### config.mk
export PLATFORM = sky130hd
export DESIGN_NAME = hazard_ctrl_flat
export DESIGN_NICKNAME = d
export VERILOG_FILES = /design/src/rtl/hazard_ctrl_pkg.sv /design/src/rtl/hazard_ctrl_if.sv /design/src/rtl/hazard_ctrl_shadow_reg.sv /design/src/rtl/hazard_ctrl.sv /design/src/flat_wrapper.sv
export SDC_FILE = /design/constraint.sdc
export NUM_CORES = 1
export LEC_CHECK = 0
export CORE_MARGIN = 3
export CORE_UTILIZATION = 52
export DETAILED_ROUTE_END_ITERATION = 8
export PLACE_DENSITY = 0.85
export SKIP_LAST_GASP = 1
export SYNTH_ARGS = -nofsm -noshare
export SYNTH_HDL_FRONTEND = slang
export SYNTH_SLANG_ARGS = --single-unit
export TNS_END_PERCENT = 50
### constraint.sdc
create_clock -name clk -period 4.2 [get_ports clk]
set_input_delay 0.63 -clock clk [delete_from_list [all_inputs] [get_ports clk]]
set_output_delay 0.63 -clock clk [all_outputs]
set_load 0.03 [all_outputs]
### src/rtl/hazard_ctrl_pkg.sv
// Shared CPU types for the hazard controller: forwarding select encoding,
// the hardwired-zero register index, and the shadow pipeline entry.
package cpu_pkg;

  localparam int REG_AW = 5;
  localparam logic [REG_AW-1:0] ZERO_REG = 5'd31;

  // Operand source select for the ID-stage read data muxes.
  typedef enum logic [1:0] {
    FWD_RF  = 2'b00,
    FWD_EX  = 2'b01,
    FWD_MEM = 2'b10
  } fwd_sel_t;

  // What the controller did in the previous cycle. FLUSH means the
  // instruction now in ID is a squashed bubble.
  typedef enum logic [1:0] {
    ST_RUN   = 2'b00,
    ST_STALL = 2'b01,
    ST_FLUSH = 2'b10
  } hz_state_t;

  // Destination register and write/load flags of an in-flight instruction.
  typedef struct packed {
    logic [REG_AW-1:0] rd;
    logic              wr;
    logic              ld;
  } shadow_t;

  localparam shadow_t SHADOW_EMPTY = '{rd: ZERO_REG, wr: 1'b0, ld: 1'b0};

  // Pick the operand source for one read port. The EX writer is the
  // youngest and wins over MEM; a load still in EX has no data yet, so it
  // never forwards from EX (that case is handled by the load-use stall).
  function automatic fwd_sel_t fwd_pick(input logic              rd_en,
                                        input logic [REG_AW-1:0] r,
                                        input shadow_t           ex,
                                        input shadow_t           mem,
                                        input logic [REG_AW-1:0] zero);
    fwd_sel_t sel;
    sel = FWD_RF;
    if (rd_en && (r != zero)) begin
      if (ex.wr && (ex.rd == r) && !ex.ld) begin
        sel = FWD_EX;
      end else if (mem.wr && (mem.rd == r)) begin
        sel = FWD_MEM;
      end
    end
    return sel;
  endfunction

endpackage

### src/rtl/hazard_ctrl_if.sv
// ID-stage bundle between the datapath (master) and the hazard controller
// (slave). All signals are level signals sampled every cycle; there is no
// valid/ready handshake: the controller answers combinationally in the same
// cycle, and the datapath acts on the answer at the next rising edge.
interface hazard_ctrl_if #(
  parameter int ADDR_W = 5,
  parameter int CNT_W  = 32
);

  // ID-stage instruction information
  logic [ADDR_W-1:0] Rn;
  logic [ADDR_W-1:0] Ab;
  logic              use_a;
  logic              use_b;
  logic [ADDR_W-1:0] Rd_id;
  logic              RegWrite_id;
  logic              MemRead_id;
  logic              BrTaken_id;

  // Pipeline control back to the datapath
  logic [1:0]        fwd_a;
  logic [1:0]        fwd_b;
  logic              pc_we;
  logic              ifid_we;
  logic              ifid_flush;
  logic              idex_bubble;
  logic [CNT_W-1:0]  stall_count;
  cpu_pkg::hz_state_t fsm_state;

  modport master (
    output Rn, Ab, use_a, use_b, Rd_id, RegWrite_id, MemRead_id, BrTaken_id,
    input  fwd_a, fwd_b, pc_we, ifid_we, ifid_flush, idex_bubble,
           stall_count, fsm_state
  );

  modport slave (
    input  Rn, Ab, use_a, use_b, Rd_id, RegWrite_id, MemRead_id, BrTaken_id,
    output fwd_a, fwd_b, pc_we, ifid_we, ifid_flush, idex_bubble,
           stall_count, fsm_state
  );

endinterface

### src/rtl/hazard_ctrl_shadow_reg.sv
// One stage of the shadow pipeline: remembers rd/wr/ld of the instruction
// currently occupying a real pipeline stage.
module hazard_shadow_reg
  import cpu_pkg::*;
#(
  parameter shadow_t RST_VAL = SHADOW_EMPTY
) (
  input  logic    clk,
  input  logic    reset_n,
  input  shadow_t d,
  output shadow_t q
);

  // Advance every cycle; reset empties the stage.
  always_ff @(posedge clk or negedge reset_n) begin
    if (!reset_n) begin
      q <= RST_VAL;
    end else begin
      q <= d;
    end
  end

endmodule

### src/rtl/hazard_ctrl.sv
// Pipeline hazard controller for the 5-stage CPU: operand forwarding,
// load-use stall, taken-branch IF/ID flush and a saturating stall counter.
module hazard_ctrl
  import cpu_pkg::*;
#(
  parameter int                ADDR_W   = REG_AW,
  parameter logic [ADDR_W-1:0] ZERO_REG = cpu_pkg::ZERO_REG,
  parameter int                CNT_W    = 32
) (
  input  logic          clk,
  input  logic          reset_n,
  hazard_ctrl_if.slave  bus
);

  localparam logic [CNT_W-1:0] CNT_ONE = {{(CNT_W-1){1'b0}}, 1'b1};

  shadow_t          ex_q;
  shadow_t          mem_q;
  shadow_t          ex_d;
  hz_state_t        state_q;
  hz_state_t        state_d;
  logic             id_v;
  logic             stall;
  logic             flush;
  fwd_sel_t         sel_a;
  fwd_sel_t         sel_b;
  logic [ADDR_W-1:0] rd_id;
  logic [CNT_W-1:0] stall_cnt_q;

  // The instruction in ID is real unless IF/ID was squashed last cycle.
  assign id_v  = (state_q != ST_FLUSH);
  assign rd_id = bus.Rd_id;

  // A stalled instruction must not be recorded in EX: it is replayed next
  // cycle, and EX receives the same bubble as the real ID/EX register.
  assign ex_d = '{rd: rd_id,
                  wr: bus.RegWrite_id & id_v & !stall,
                  ld: bus.MemRead_id  & id_v & !stall};

  hazard_shadow_reg u_ex (
    .clk     (clk),
    .reset_n (reset_n),
    .d       (ex_d),
    .q       (ex_q)
  );

  hazard_shadow_reg u_mem (
    .clk     (clk),
    .reset_n (reset_n),
    .d       (ex_q),
    .q       (mem_q)
  );

  // Controller state register; FLUSH doubles as the registered flush flag.
  always_ff @(posedge clk or negedge reset_n) begin
    if (!reset_n) begin
      state_q <= ST_RUN;
    end else begin
      state_q <= state_d;
    end
  end

  // Hazard detection and next state; a stall outranks a taken branch so the
  // branch is re-evaluated once its operand can be forwarded.
  always_comb begin
    stall = 1'b0;
    if (id_v && ex_q.ld && ex_q.wr && (ex_q.rd != ZERO_REG)) begin
      stall = (bus.use_a && (bus.Rn == ex_q.rd)) ||
              (bus.use_b && (bus.Ab == ex_q.rd));
    end
    flush   = bus.BrTaken_id && id_v && !stall;
    state_d = ST_RUN;
    if (stall) begin
      state_d = ST_STALL;
    end else if (flush) begin
      state_d = ST_FLUSH;
    end
  end

  // Pipeline control outputs; forwarding selects are parked at regfile
  // during a stall since the ID/EX contents are discarded anyway.
  always_comb begin
    sel_a = FWD_RF;
    sel_b = FWD_RF;
    if (!stall) begin
      sel_a = fwd_pick(id_v & bus.use_a, bus.Rn, ex_q, mem_q, ZERO_REG);
      sel_b = fwd_pick(id_v & bus.use_b, bus.Ab, ex_q, mem_q, ZERO_REG);
    end
    bus.fwd_a       = sel_a;
    bus.fwd_b       = sel_b;
    bus.pc_we       = !stall;
    bus.ifid_we     = !stall;
    bus.ifid_flush  = flush;
    bus.idex_bubble = stall;
    bus.fsm_state   = state_q;
    bus.stall_count = stall_cnt_q;
  end

  // Count stall cycles, holding at all-ones instead of wrapping.
  always_ff @(posedge clk or negedge reset_n) begin
    if (!reset_n) begin
      stall_cnt_q <= '0;
    end else if (stall && (stall_cnt_q != '1)) begin
      stall_cnt_q <= stall_cnt_q + CNT_ONE;
    end
  end

endmodule

### src/flat_wrapper.sv
// flat-port wrapper written by rule: the top's interface ports become plain ports
module hazard_ctrl_flat import cpu_pkg::*;
#(
  parameter int                ADDR_W   = REG_AW,
  parameter logic [ADDR_W-1:0] ZERO_REG = cpu_pkg::ZERO_REG,
  parameter int                CNT_W    = 32
)
  (clk, reset_n, bus_Rn, bus_Ab, bus_use_a, bus_use_b, bus_Rd_id, bus_RegWrite_id, bus_MemRead_id, bus_BrTaken_id, bus_fwd_a, bus_fwd_b, bus_pc_we, bus_ifid_we, bus_ifid_flush, bus_idex_bubble, bus_stall_count, bus_fsm_state);
  hazard_ctrl_if #(.ADDR_W(ADDR_W), .CNT_W(CNT_W)) bus_i ();
  input  logic clk;
  input  logic reset_n;
  input wire logic [$bits(bus_i.Rn)-1:0] bus_Rn;
  input wire logic [$bits(bus_i.Ab)-1:0] bus_Ab;
  input wire logic [$bits(bus_i.use_a)-1:0] bus_use_a;
  input wire logic [$bits(bus_i.use_b)-1:0] bus_use_b;
  input wire logic [$bits(bus_i.Rd_id)-1:0] bus_Rd_id;
  input wire logic [$bits(bus_i.RegWrite_id)-1:0] bus_RegWrite_id;
  input wire logic [$bits(bus_i.MemRead_id)-1:0] bus_MemRead_id;
  input wire logic [$bits(bus_i.BrTaken_id)-1:0] bus_BrTaken_id;
  output wire logic [$bits(bus_i.fwd_a)-1:0] bus_fwd_a;
  output wire logic [$bits(bus_i.fwd_b)-1:0] bus_fwd_b;
  output wire logic [$bits(bus_i.pc_we)-1:0] bus_pc_we;
  output wire logic [$bits(bus_i.ifid_we)-1:0] bus_ifid_we;
  output wire logic [$bits(bus_i.ifid_flush)-1:0] bus_ifid_flush;
  output wire logic [$bits(bus_i.idex_bubble)-1:0] bus_idex_bubble;
  output wire logic [$bits(bus_i.stall_count)-1:0] bus_stall_count;
  output wire logic [$bits(bus_i.fsm_state)-1:0] bus_fsm_state;
  assign bus_i.Rn = bus_Rn;
  assign bus_i.Ab = bus_Ab;
  assign bus_i.use_a = bus_use_a;
  assign bus_i.use_b = bus_use_b;
  assign bus_i.Rd_id = bus_Rd_id;
  assign bus_i.RegWrite_id = bus_RegWrite_id;
  assign bus_i.MemRead_id = bus_MemRead_id;
  assign bus_i.BrTaken_id = bus_BrTaken_id;
  assign bus_fwd_a = bus_i.fwd_a;
  assign bus_fwd_b = bus_i.fwd_b;
  assign bus_pc_we = bus_i.pc_we;
  assign bus_ifid_we = bus_i.ifid_we;
  assign bus_ifid_flush = bus_i.ifid_flush;
  assign bus_idex_bubble = bus_i.idex_bubble;
  assign bus_stall_count = bus_i.stall_count;
  assign bus_fsm_state = bus_i.fsm_state;
  hazard_ctrl #(.ADDR_W(ADDR_W), .ZERO_REG(ZERO_REG), .CNT_W(CNT_W)) u_core (.clk(clk), .reset_n(reset_n), .bus(bus_i));
endmodule
==> results.md <==
* Clock Skew at 0.00458 ns
* Area contributors post-synth: dfrtp_1, xor2_1, dfstp_2
* Pleak at 1.40 nW
* Total track usage at 0.211
* Cell area after synthesis at 2330 um2
* TritonCTS buffer count at 5
* Fmax at 0.278 GHz
* Largest net degree at the start of global routing at 48
* Number of synthesis warnings at 0
* Count of cells resized by post-cts repair at 0
* Die extent in y at 73.0 um
* Hpwl dp at 3890 um
* Root buf cell: clkbuf_8
* Vias at 1,900
* PD cells at 286 nW/um2
* Routed Antenna Nets at 0
* Final Hold Viols at 0
* Placed Area at 2980 um2
* Post-synthesis mux area share at 0.0113
* Outcome: complete, no violations
* Most frequent CP cell: clkdlybuf4s50_1
* Post-Synth XOR/XNOR Area at 0.188
* Worst setup SP type: primary input
* Initial core utilization at 0.559
* FF-to-FF setup slack at 1.79 ns
* WP buf/inv at 2
* Fin Hold WS at 0.397 ns
* # hold bufs at CTS at 0
* Die width at 73.0 um
* Syn Inst Count at 221
* Number of global-route vias before repair at 1,851
* I/O pin count at 64
* WS Path Type: in -> out
* Initial antenna violation count at 0
* Syn avg cell area at 10.5 um2
* Crit path time final at 3.60 ns
* H-tree depth at 2
* Sequential area share after synthesis at 0.510
* Total congestion overflow at 0
* Max incr delay on CP at 0.59 ns
* Drt pass-1 iters at 4
* First-pass GRT wire length at 8700 um
* Non-Filler Instances at 337
* Final period utilization at 0.857
* Worst setup EP type: output port
* Worst Path Arrival at 2.97 ns
* Commonest cells in the netlist: dfrtp_1, xor2_1, nand3_1
* Finished Cell Area at 3100 um2
* CTS sink cnt at 47
* Async SR Flop Fraction at 1.00
* Wire per inst at 15.9 um
* Row count at 23
* Max VDD drop at 0.000217 V
* CP top delay family: buffers and inverters
* Tot Pwr at 889 uW
* Finished Core Util at 0.744
* Clk_lat worst skew at 0.30 ns
* Fill count at 313
* Largest family of logic cells by synthesized area: simple AND/OR/NAND/NOR gates
* Core area at 4170 um2
* CTS tree: done
* Die area at 5320 um2
* Flops & latches, synth at 47
* Critical path cell sequence: clkdlybuf4s50_1, xnor2_1, nand3_1, o22ai_1, nand2_1, and3_1, clkdlybuf4s50_1
* Clock transition at path regs at 0.08 ns
* Area grow syn2layout at 33.2%
* Setup TNS at 0 ns
* Share of the synthesized area in the top cell type at 0.397
* Share of post-route cells with drive strength above 1 at 0.0836
* Iteration-0 DRC Markers at 108
* Syn Nets at 244
* Clock buffer depth at 2
* Post-Synth Simple-Gate Area at 0.249
* Worst slack, placed at 0.638 ns
* Final Net Count at 309
* GPL Wtd Cong at 0.883
* DRC at 0
* Port bufs at 63
* Most common cell in the netlist: dfrtp_1
* Worst-margin pin slew at 0.998 ns
* Max-slew violation count at 0
* Post-placement cell count at 329
* Distinct cells, synth at 29
* Slew headroom at 0.335
* Post-Route WL at 5380 um
* Number of synthesized flops with an enable pin at 0
* Post-synthesis compound-gate area fraction at 0.0140
* MaxCap Viol Count at 0
* Synth area leader: dfrtp_1
* Post-synthesis adder-cell area fraction at 0.00537
* Final worst slack at 0.600 ns
* Worst Hold Class: reg -> reg
* Diodes inserted at 0
* Post-CTS Setup Bufs at 0
* Peak fanout along the critical path at 13
* Final setup vio count at 0
* Main synth FF type: dfrtp_1
* CP required at 3.57 ns
* DR vias/cell at 5.64
* Critical-path top delay cell: clkdlybuf4s50_1
* Unrepaired setup endpoints after global routing: false
## worst paths after layout
check,startpoint,end,depth (start not counted)
setup reg to reg,u_core.u_ex.q[6],u_core.bus.stall_count[31],6
min in group asynchronous,reset_n,u_core.bus.fsm_state[0],1
setup / recovery,bus_Rn[1],bus_ifid_flush,7
hold reg to reg,u_core.u_ex.q[4],u_core.u_mem.q[4],0
max in group asynchronous,reset_n,u_core.bus.stall_count[5],1
hold / removal,u_core.u_ex.q[4],u_core.u_mem.q[4],0
## registers in the layout, indices dropped and copies added, names as in the netlist
register / cells
u_core.u_ex.q: 7
u_core.bus.fsm_state: 2
u_core.u_mem.q: 6
u_core.bus.stall_count: 32
## power by group
part | internal (mW) | leakage, nW | switching (mW) | total (mW)
clock network | 0.190 | 0.0618 | 0.144 | 0.334
logic | 0.0402 | 0.728 | 0.0386 | 0.0788
registers | 0.466 | 0.606 | 0.0101 | 0.476
## cells in the final DEF, fill, tap and decap left out, types with 2 or more instances in the layout
| master | synthesis | routed |
|---|---|---|
| and3_1 | 11 | 11 |
| clkbuf_16 | 0 | 2 |
| clkbuf_8 | 0 | 5 |
| clkdlybuf4s50_1 | 0 | 62 |
| dfrtp_1 | 37 | 37 |
| dfstp_2 | 10 | 10 |
| inv_1 | 4 | 4 |
| nand2_1 | 15 | 15 |
| nand3_1 | 23 | 23 |
| nand3_2 | 2 | 2 |
| nand4_1 | 11 | 11 |
| nand4b_1 | 2 | 2 |
| nor2_1 | 16 | 16 |
| nor3_1 | 13 | 13 |
| nor4_1 | 9 | 9 |
| o211ai_1 | 2 | 2 |
| xnor2_1 | 17 | 17 |
| xor2_1 | 33 | 33 |
## final cells by class
| type | count | area, um2 | share of cell area |
|---|---|---|---|
| repair buffers | 63 | 626 | 0.202 |
| well taps | 50 | 62.6 | 0.0202 |
| flip-flops and latches | 47 | 1190 | 0.383 |
| clock buffers | 8 | 123 | 0.0395 |
| inverters | 4 | 15.0 | 0.00484 |
| multi-input cells | 165 | 1090 | 0.351 |
## kinds of logic (layout without fill, tap and decap cells)
kind of cell	count (synthesis)	count (layout)
and+or+nand+nor	107	107
xor gates and xnor gates	50	50
DFF	47	47
buffers and inverters	9	75
AOI/OAI and AO/OA	5	5
muxes	2	2
adders and majority gates	1	1
## layer usage
layer	up-vias	wire length, um	GRT usage	part of all wire
li1	902	-	-	-
met1	919	2400	0.294	0.45
met2	72	2540	0.326	0.47
met3	7	369	0.0482	0.069
met4	0	61	0.0738	0.011
met5	-	0	0	0
No activity file was read; power rests on OpenSTA's default activity.
